File: src/rtl/ibex_rf_wb_arbiter_if.sv
`default_nettype none
// ============================================================================
// Module      : ibex_rf_wb_arbiter_if
// Description : Writeback requester handshakes and register-file write port
//               bundle for ibex_rf_wb_arbiter.
// Revision    : 1.0 - initial release
// ============================================================================
interface ibex_rf_wb_arbiter_if #(
    parameter int unsigned DataWidth = 32
);
    logic                 wa_valid_i;
    logic [4:0]           wa_addr_i;
    logic [DataWidth-1:0] wa_data_i;
    logic                 wa_ready_o;
    logic                 wb_valid_i;
    logic [4:0]           wb_addr_i;
    logic [DataWidth-1:0] wb_data_i;
    logic                 wb_ready_o;
    logic                 rf_we_o;
    logic [4:0]           rf_waddr_o;
    logic [DataWidth-1:0] rf_wdata_o;
    logic                 busy_o;
    logic                 err_o;

    // Arbiter side
    modport slave (
        input  wa_valid_i, wa_addr_i, wa_data_i,
        output wa_ready_o,
        input  wb_valid_i, wb_addr_i, wb_data_i,
        output wb_ready_o,
        output rf_we_o, rf_waddr_o, rf_wdata_o, busy_o, err_o
    );

    // Requester / register-file side
    modport master (
        output wa_valid_i, wa_addr_i, wa_data_i,
        input  wa_ready_o,
        output wb_valid_i, wb_addr_i, wb_data_i,
        input  wb_ready_o,
        input  rf_we_o, rf_waddr_o, rf_wdata_o, busy_o, err_o
    );
endinterface
`default_nettype wire

File: src/rtl/ibex_rf_wb_arbiter.sv
`default_nettype none
// ============================================================================
// Module      : ibex_rf_wb_arbiter
// Description : Round-robin arbiter sharing the register-file write port
//               between ALU (A) and LSU (B) writeback. Optional post-reset
//               clear sequence enabled by macro IBEX_RF_CLEAR_EN.
// Revision    : 1.0 - initial release
// ============================================================================
module ibex_rf_wb_arbiter #(
    parameter bit                   RV32E       = 1'b0,
    parameter int unsigned          DataWidth   = 32,
    parameter logic [DataWidth-1:0] WordZeroVal = '0
) (
    input  logic                   clk_i,
    input  logic                   rst_i,
    ibex_rf_wb_arbiter_if.slave    bus
);

    logic                 r_we;
    logic [4:0]           r_waddr;
    logic [DataWidth-1:0] r_wdata;
    logic                 r_err;
    logic                 r_last_b;
    logic                 w_run;
    logic                 w_grant_a;
    logic                 w_grant_b;
    logic [4:0]           w_sel_addr;
    logic [DataWidth-1:0] w_sel_data;
    logic                 w_illegal;

`ifdef IBEX_RF_CLEAR_EN
    localparam int unsigned c_num_regs  = RV32E ? 16 : 32;
    localparam logic [4:0]  c_last_addr = 5'(c_num_regs - 1);

    typedef enum logic [0:0] {
        CLEAR = 1'b0,
        RUN   = 1'b1
    } state_t;

    state_t     r_state;
    logic [4:0] r_cnt;

    assign w_run       = (r_state == RUN);
    assign bus.busy_o  = (r_state == CLEAR);
`else
    logic w_unused;

    assign w_run       = 1'b1;
    assign bus.busy_o  = 1'b0;
    assign w_unused    = ^WordZeroVal;
`endif

    // On a tie, the requester that did not win last time gets the port.
    assign w_grant_a = w_run & bus.wa_valid_i & (~bus.wb_valid_i | r_last_b);
    assign w_grant_b = w_run & bus.wb_valid_i & (~bus.wa_valid_i | ~r_last_b);

    assign w_sel_addr = w_grant_a ? bus.wa_addr_i : bus.wb_addr_i;
    assign w_sel_data = w_grant_a ? bus.wa_data_i : bus.wb_data_i;
    assign w_illegal  = RV32E & w_sel_addr[4];

    always_ff @(posedge clk_i or posedge rst_i) begin
        if (rst_i) begin
            r_we     <= 1'b0;
            r_waddr  <= '0;
            r_wdata  <= '0;
            r_err    <= 1'b0;
            r_last_b <= 1'b1;
`ifdef IBEX_RF_CLEAR_EN
            r_state  <= CLEAR;
            r_cnt    <= 5'd1;
`endif
        end else begin
`ifdef IBEX_RF_CLEAR_EN
            if (r_state == CLEAR) begin
                r_we    <= 1'b1;
                r_waddr <= r_cnt;
                r_wdata <= WordZeroVal;
                r_err   <= 1'b0;
                r_cnt   <= r_cnt + 5'd1;
                if (r_cnt == c_last_addr) begin
                    r_state <= RUN;
                end
            end else
`endif
            begin
                r_we  <= 1'b0;
                r_err <= 1'b0;
                if (w_grant_a | w_grant_b) begin
                    // x0 and out-of-range targets are consumed but never written.
                    r_we     <= ~w_illegal & (w_sel_addr != 5'd0);
                    r_err    <= w_illegal;
                    r_waddr  <= w_sel_addr;
                    r_wdata  <= w_sel_data;
                    r_last_b <= w_grant_b;
                end
            end
        end
    end

    assign bus.wa_ready_o = w_grant_a;
    assign bus.wb_ready_o = w_grant_b;
    assign bus.rf_we_o    = r_we;
    assign bus.rf_waddr_o = r_waddr;
    assign bus.rf_wdata_o = r_wdata;
    assign bus.err_o      = r_err;

endmodule
`default_nettype wire

File: src/flat_wrapper.sv
// flat-port wrapper written by rule: the top's interface ports become plain ports
module ibex_rf_wb_arbiter_flat 
#(
    parameter bit                   RV32E       = 1'b0,
    parameter int unsigned          DataWidth   = 32,
    parameter logic [DataWidth-1:0] WordZeroVal = '0
)
  (clk_i, rst_i, bus_wa_valid_i, bus_wa_addr_i, bus_wa_data_i, bus_wa_ready_o, bus_wb_valid_i, bus_wb_addr_i, bus_wb_data_i, bus_wb_ready_o, bus_rf_we_o, bus_rf_waddr_o, bus_rf_wdata_o, bus_busy_o, bus_err_o);
  ibex_rf_wb_arbiter_if #(.DataWidth(DataWidth)) bus_i ();
  input  logic clk_i;
  input  logic rst_i;
  input wire logic [$bits(bus_i.wa_valid_i)-1:0] bus_wa_valid_i;
  input wire logic [$bits(bus_i.wa_addr_i)-1:0] bus_wa_addr_i;
  input wire logic [$bits(bus_i.wa_data_i)-1:0] bus_wa_data_i;
  output wire logic [$bits(bus_i.wa_ready_o)-1:0] bus_wa_ready_o;
  input wire logic [$bits(bus_i.wb_valid_i)-1:0] bus_wb_valid_i;
  input wire logic [$bits(bus_i.wb_addr_i)-1:0] bus_wb_addr_i;
  input wire logic [$bits(bus_i.wb_data_i)-1:0] bus_wb_data_i;
  output wire logic [$bits(bus_i.wb_ready_o)-1:0] bus_wb_ready_o;
  output wire logic [$bits(bus_i.rf_we_o)-1:0] bus_rf_we_o;
  output wire logic [$bits(bus_i.rf_waddr_o)-1:0] bus_rf_waddr_o;
  output wire logic [$bits(bus_i.rf_wdata_o)-1:0] bus_rf_wdata_o;
  output wire logic [$bits(bus_i.busy_o)-1:0] bus_busy_o;
  output wire logic [$bits(bus_i.err_o)-1:0] bus_err_o;
  assign bus_i.wa_valid_i = bus_wa_valid_i;
  assign bus_i.wa_addr_i = bus_wa_addr_i;
  assign bus_i.wa_data_i = bus_wa_data_i;
  assign bus_wa_ready_o = bus_i.wa_ready_o;
  assign bus_i.wb_valid_i = bus_wb_valid_i;
  assign bus_i.wb_addr_i = bus_wb_addr_i;
  assign bus_i.wb_data_i = bus_wb_data_i;
  assign bus_wb_ready_o = bus_i.wb_ready_o;
  assign bus_rf_we_o = bus_i.rf_we_o;
  assign bus_rf_waddr_o = bus_i.rf_waddr_o;
  assign bus_rf_wdata_o = bus_i.rf_wdata_o;
  assign bus_busy_o = bus_i.busy_o;
  assign bus_err_o = bus_i.err_o;
  ibex_rf_wb_arbiter #(.RV32E(RV32E), .DataWidth(DataWidth), .WordZeroVal(WordZeroVal)) u_core (.clk_i(clk_i), .rst_i(rst_i), .bus(bus_i));
endmodule
File: config.mk
export PLATFORM = sky130hd
export DESIGN_NAME = ibex_rf_wb_arbiter_flat
export DESIGN_NICKNAME = d
export VERILOG_FILES = /design/src/rtl/ibex_rf_wb_arbiter_if.sv /design/src/rtl/ibex_rf_wb_arbiter.sv /design/src/flat_wrapper.sv
export SDC_FILE = /design/constraint.sdc
export NUM_CORES = 1
export LEC_CHECK = 0
export CORE_ASPECT_RATIO = 1.2
export CORE_MARGIN = 2
export CORE_UTILIZATION = 36
export DETAILED_ROUTE_END_ITERATION = 10
export HOLD_SLACK_MARGIN = 0.02
export PLACE_DENSITY = 0.8
export SLEW_MARGIN = 40
export SYNTH_ARGS = -nofsm -noshare
export SYNTH_HDL_FRONTEND = slang
export SYNTH_SLANG_ARGS = --single-unit
File: constraint.sdc
create_clock -name clk_i -period 1.6 [get_ports clk_i]
set_input_delay 0.16 -clock clk_i [delete_from_list [all_inputs] [get_ports clk_i]]
set_output_delay 0.16 -clock clk_i [all_outputs]
set_load 0.01 [all_outputs]
* Word level (Yosys, flattened, before mapping) *
Index checks and enable logic that the tools add are counted.

operators by class
  reductions and logical operators = 1
  bitwise operators = 8
  mux-type cells = 3

operators by type and width
  operator            number
  2-to-1 mux 32 bit   1
  2-to-1 mux 5 bit    1
  nonzero test 5 bit  1
  NOT 1 bit           3
  OR 1 bit            3
  bitwise AND 1 bit   2
  2-to-1 mux 1 bit    1

word-level totals
  input bits = 78
  logic and storage cells = 16
  flip-flop bits (word level) = 39

* Depth between registers and ports, before layout *
  word-level depth = 6
  gate-level depth with buffers = 5
  depth with buffers taken out = 3

* Worst setup path after synthesis *
Ideal clock, no wire load.

  path type = reg-to-reg
  from = register u_core.r_last_b
  to = register u_core.r_waddr[3] (netlist: u_core.bus.rf_waddr_o[3])
  clock period less this slack = 1.296 ns
  slack = 0.304 ns
  stages on the path, launching flop included = 6
  data required time = 1.477 ns
  arrival time = 1.173 ns
  cells stage by stage = dfstp_2 -> nand2b_2 -> nand2_2 -> buf_6 -> buf_6 -> o221a_1

between the ends
  cells in the longest elaborated chain, start to end = 4
  elaborated cells between the ends (all ways) = 7
  those cells by class = mux: 1; bitwise: 6

ends and longest elaborated chain
  what                    line                      RTL
  from (decl)             ibex_rf_wb_arbiter.sv:23  logic r_last_b;
  from (signal assigned)  ibex_rf_wb_arbiter.sv:94  r_last_b <= w_grant_b;
  NOT 1 bit               ibex_rf_wb_arbiter.sv:55  assign w_grant_b = w_run & bus.wb_valid_i & (~bus.wa_valid_i | ~r_last_b);
  OR 1 bit                ibex_rf_wb_arbiter.sv:55
  bitwise AND 1 bit       ibex_rf_wb_arbiter.sv:55
  OR 1 bit                ibex_rf_wb_arbiter.sv:88  if (w_grant_a | w_grant_b) begin
  to (signal assigned)    ibex_rf_wb_arbiter.sv:92  r_waddr <= w_sel_addr;
  to (decl)               ibex_rf_wb_arbiter.sv:20  logic [4:0] r_waddr;

Parallel ways exist; a longest one is shown, timed or not.
A chain may end at the register's enable or synchronous reset.

* Worst setup path in the final report *
  from = register u_core.r_last_b
  to = output bus_wa_ready_o

between the ends
  cells in the longest elaborated chain, start to end = 2

ends and longest elaborated chain
  what               line                      RTL
  OR 1 bit           ibex_rf_wb_arbiter.sv:54  assign w_grant_a = w_run & bus.wa_valid_i & (~bus.wb_valid_i | r_last_b);
  bitwise AND 1 bit  ibex_rf_wb_arbiter.sv:54
  to (decl)          flat_wrapper.sv:15        output wire logic [$bits(bus_i.wa_ready_o)-1:0] bus_wa_ready_o;

Every way passes these cells.

==> results by group <==
Die
  – Core area: 4940 um^2
  – Horizontal die dimension: 69.4 um
  – I/O pin count: 120
  – Initial standard-cell utilization of the core: between 30% and 40%
  – Std cell rows: 28
  – Chip Height: approximately 82 um
  – Die Footprint: between 5000 and 6000 um^2

Worst hold path
  – Path category of the worst min-delay check: in2async

Logic synthesis
  – Post-synth EDFFs: 0
  – Sequential share of the synthesized area: 52.9%
  – Post-synth top area share: between 50 and 60%
  – Share of flip-flops with an asynchronous set or reset: between 90% and 100%
  – Yosys cell types: 21
  – Mapped Cells: 147
  – Dominant cells by area after synthesis: sky130_fd_sc_hd__dfrtp_1, sky130_fd_sc_hd__o221a_2, sky130_fd_sc_hd__or3_1, sky130_fd_sc_hd__o221a_1, sky130_fd_sc_hd__buf_6
  – Cell type with the highest aggregate area in the netlist: sky130_fd_sc_hd__dfrtp_1
  – List of most frequent post-synthesis cells: sky130_fd_sc_hd__dfrtp_1, sky130_fd_sc_hd__or3_1, sky130_fd_sc_hd__o221a_2
  – Yosys warning count: 0
  – Primary flip-flop cell chosen by synthesis mapping: sky130_fd_sc_hd__dfrtp_1
  – Most frequent cell after synthesis: sky130_fd_sc_hd__dfrtp_1
  – Area of the mapped netlist: 1850 um^2
  – Mapped Avg Cell Area: roughly 13 um^2
  – Flop and latch count out of synthesis: 39

Setup path
  – Critical path type: reg2out
  – Critical Path End Type: output port
  – Arrival @ worst endpoint: around 1.4 ns
  – Slack of the worst reg-to-reg path: around 0.21 ns
  – CP required: 1.44 ns
  – Startpoint class of the critical path: flop
  – Critical register-to-register path startpoint: u_core.r_last_b$_DFFE_PP1P_
  – R2R depth: 4
  – Biggest fanout along the worst timing path: 3
  – Destination of the worst register-to-register timing path: u_core.bus.rf_wdata_o[11]$_DFFE_PP0P_

Power
  – Clock network fraction of total power: 32.5%
  – Overall power consumption: between 2 and 3 mW
  – Fraction of power consumed by combinational cells: 28.0%
  – Largest voltage drop on the vdd net: about 0.00059 V
  – Lkg Pwr: 1.22 nW
  – Internal power: between 2 and 2.5 mW
  – Switching share of total power: between 20% and 30%
  – Part of the power in registers: ~40%
  – Pwr Density: around 930 nW/um^2
  – Switching power: 0.701 mW

Route
  – WL final: roughly 5.6 mm
  – Drc violations: 0
  – DRC violation total after the first TritonRoute iteration: between 100 and 150
  – Vias: 1715
  – Vias per Instance: 5.28
  – Post-DR wirelength/cell: 17.1 um
  – Detailed-router iteration count before antenna repair: 4
  – Antenna violation net count after detailed routing: 0

Place
  – Worst slack at placement: -0.0167 ns
  – Area of placed instances: slightly above 3000 um^2
  – DP Cell Count: approximately 320
  – Final Wtd Congestion: 0.761
  – Number of port buffers: 117
  – Final HPWL DP: 4.05 mm

Clocking
  – Level count of the clock H-tree: 2
  – Clock tree from TritonCTS: done
  – Clock-pin slew reported for the worst setup and hold paths after clock tree synthesis: 0.08 ns
  – Number of buffers created by CTS: 5
  – Clock latency on the worst-skew pair: around 0.29 ns
  – Library cell used as clock root buffer: sky130_fd_sc_hd__clkbuf_8
  – Clk sink count: 39
  – Number of buffers on the longest clock path: 2
  – Cts-stage hold buffer count: 0
  – Number of setup buffers added after CTS: 0

Layout
  – Summed area of non-filler cells in the final layout: ~3200 um^2
  – Syn-to-layout area delta: 71.9%
  – Ant. Diodes: 0
  – Final Non-Filler Cells: 325
  – Fraction of final layout cells sized beyond drive strength 1: about 15%
  – Fill cell instance count of the final layout: 396
  – Total number of nets in the final design: between 300 and 400
  – Util after Layout: between 60% and 70%

STA
  – Hold violation total from the final report: 0
  – Setup slack after layout: around 0.093 ns
  – Final Max Slew Viols: 0
  – Minimum clock period after layout: ~1.5 ns
  – Fmax: between 600 and 700 MHz
  – Worst Skew: around 0.0019 ns
  – Final hold slack: 0.234 ns
  – Final clock period utilization by the worst path: 94.2%
  – Setup total negative slack: 0 ns
  – Unrepaired setup endpoints after global routing: no
  – Final count of negative-setup-slack endpoints: 0

Flow run
  – Total of max-cap violations: 0

Global route
  – Gr usage total: 20.0%
  – Antenna violations before repair: 0
  – Pin count of the biggest net entering global routing: 40
  – Residual overflow from global routing: 0
  – Via count of the first global-routing pass: 1806
  – Global-route wire length before repair: about 9 mm

Outcome
  – Run status: completed
==> placed cells by master (no fill, tap or decap), drive strengths merged <==
master,netlist,routed
nand2,3,3
o221a,37,37
or4,2,2
or3,36,36
clkdlybuf4s50,0,115
nor2b,1,1
dfstp,1,1
dlygate4sd2,0,2
o21ai,1,1
buf,15,10
dfrtp,38,38
bufinv,0,2
a211o,1,1
nand2b,1,1
inv,4,4
o22ai,1,1
clkbuf,3,6
nor2,2,2
conb,1,2
==> worst max-delay path, stage by stage (launching register included) <==
cell and delay [ns]:
sky130_fd_sc_hd__dfstp_2 0.54, sky130_fd_sc_hd__nand2b_2 0.13, sky130_fd_sc_hd__nand2_2 0.07, sky130_fd_sc_hd__inv_1 0.06, sky130_fd_sc_hd__dlygate4sd2_1 0.28
==> state kept, by name (all words and copies together), names as in the netlist <==
register,flops
u_core.r_last_b,1
u_core.bus.rf_we_o,1
u_core.bus.rf_wdata_o,32
u_core.bus.rf_waddr_o,5
==> logic make-up after synthesis <==
family	share of synthesized area (%)
buf+inv	8.33
simple gates	15.0
other cells	0.203
compound gates	23.6
flops	52.9
==> power by group through the flow <==
stage                     sequential (mW)  combinational, mW  clock, mW
after global routing                 1.19              0.886       1.03
final                                1.17              0.828      0.963
after CTS                            1.17              0.839      0.982
after detailed placement             1.18              0.838          0
after floorplan                      1.24              0.278          0
after global placement               1.18              0.826          0
==> routing by layer <==
layer  part of all wire (%)  track usage, %  wire, um  vias to the layer above
met3                    7.0            5.22       390                       11
li1                       -               -         -                      808
met4                    2.2            6.67       124                        0
met1                     42            24.8      2310                      819
met5                      0               0         0                        -
met2                     49            34.3      2730                       77
==> how the worst max path moves through the flow <==
| stage | start | end | slack, ns |
|---|---|---|---|
| floorplan | u_core.r_last_b$_DFFE_PP1P_ | u_core.bus.rf_waddr_o[3]$_DFFE_PP0P_ | 0.30 |
| global placement | bus_wb_valid_i | bus_wa_ready_o | -0.02 |
| detailed placement | bus_wb_valid_i | bus_wa_ready_o | -0.02 |
| CTS | u_core.r_last_b$_DFFE_PP1P_ | bus_wa_ready_o | 0.07 |
| global route | u_core.r_last_b$_DFFE_PP1P_ | bus_wa_ready_o | 0.02 |
| finish | u_core.r_last_b$_DFFE_PP1P_ | bus_wa_ready_o | 0.09 |
==> layout make-up <==
cell class	instances	area [um^2]	share of cell area [%]
multi-input cells	87	721	22.7
repair buffers	127	1260	39.5
clock inverters	2	60.1	1.89
inverters	4	15.0	0.473
flip-flops and latches	39	977	30.8
well taps	60	75.1	2.36
clock buffers	6	72.6	2.28
==> repair_timing <==
item	in CTS	in global routing
endpoints found under the hold margin	0	0
setup endpoints to repair	2	0
gates resized for setup	2	0
Note: power is estimated with default switching activity, not from simulation.
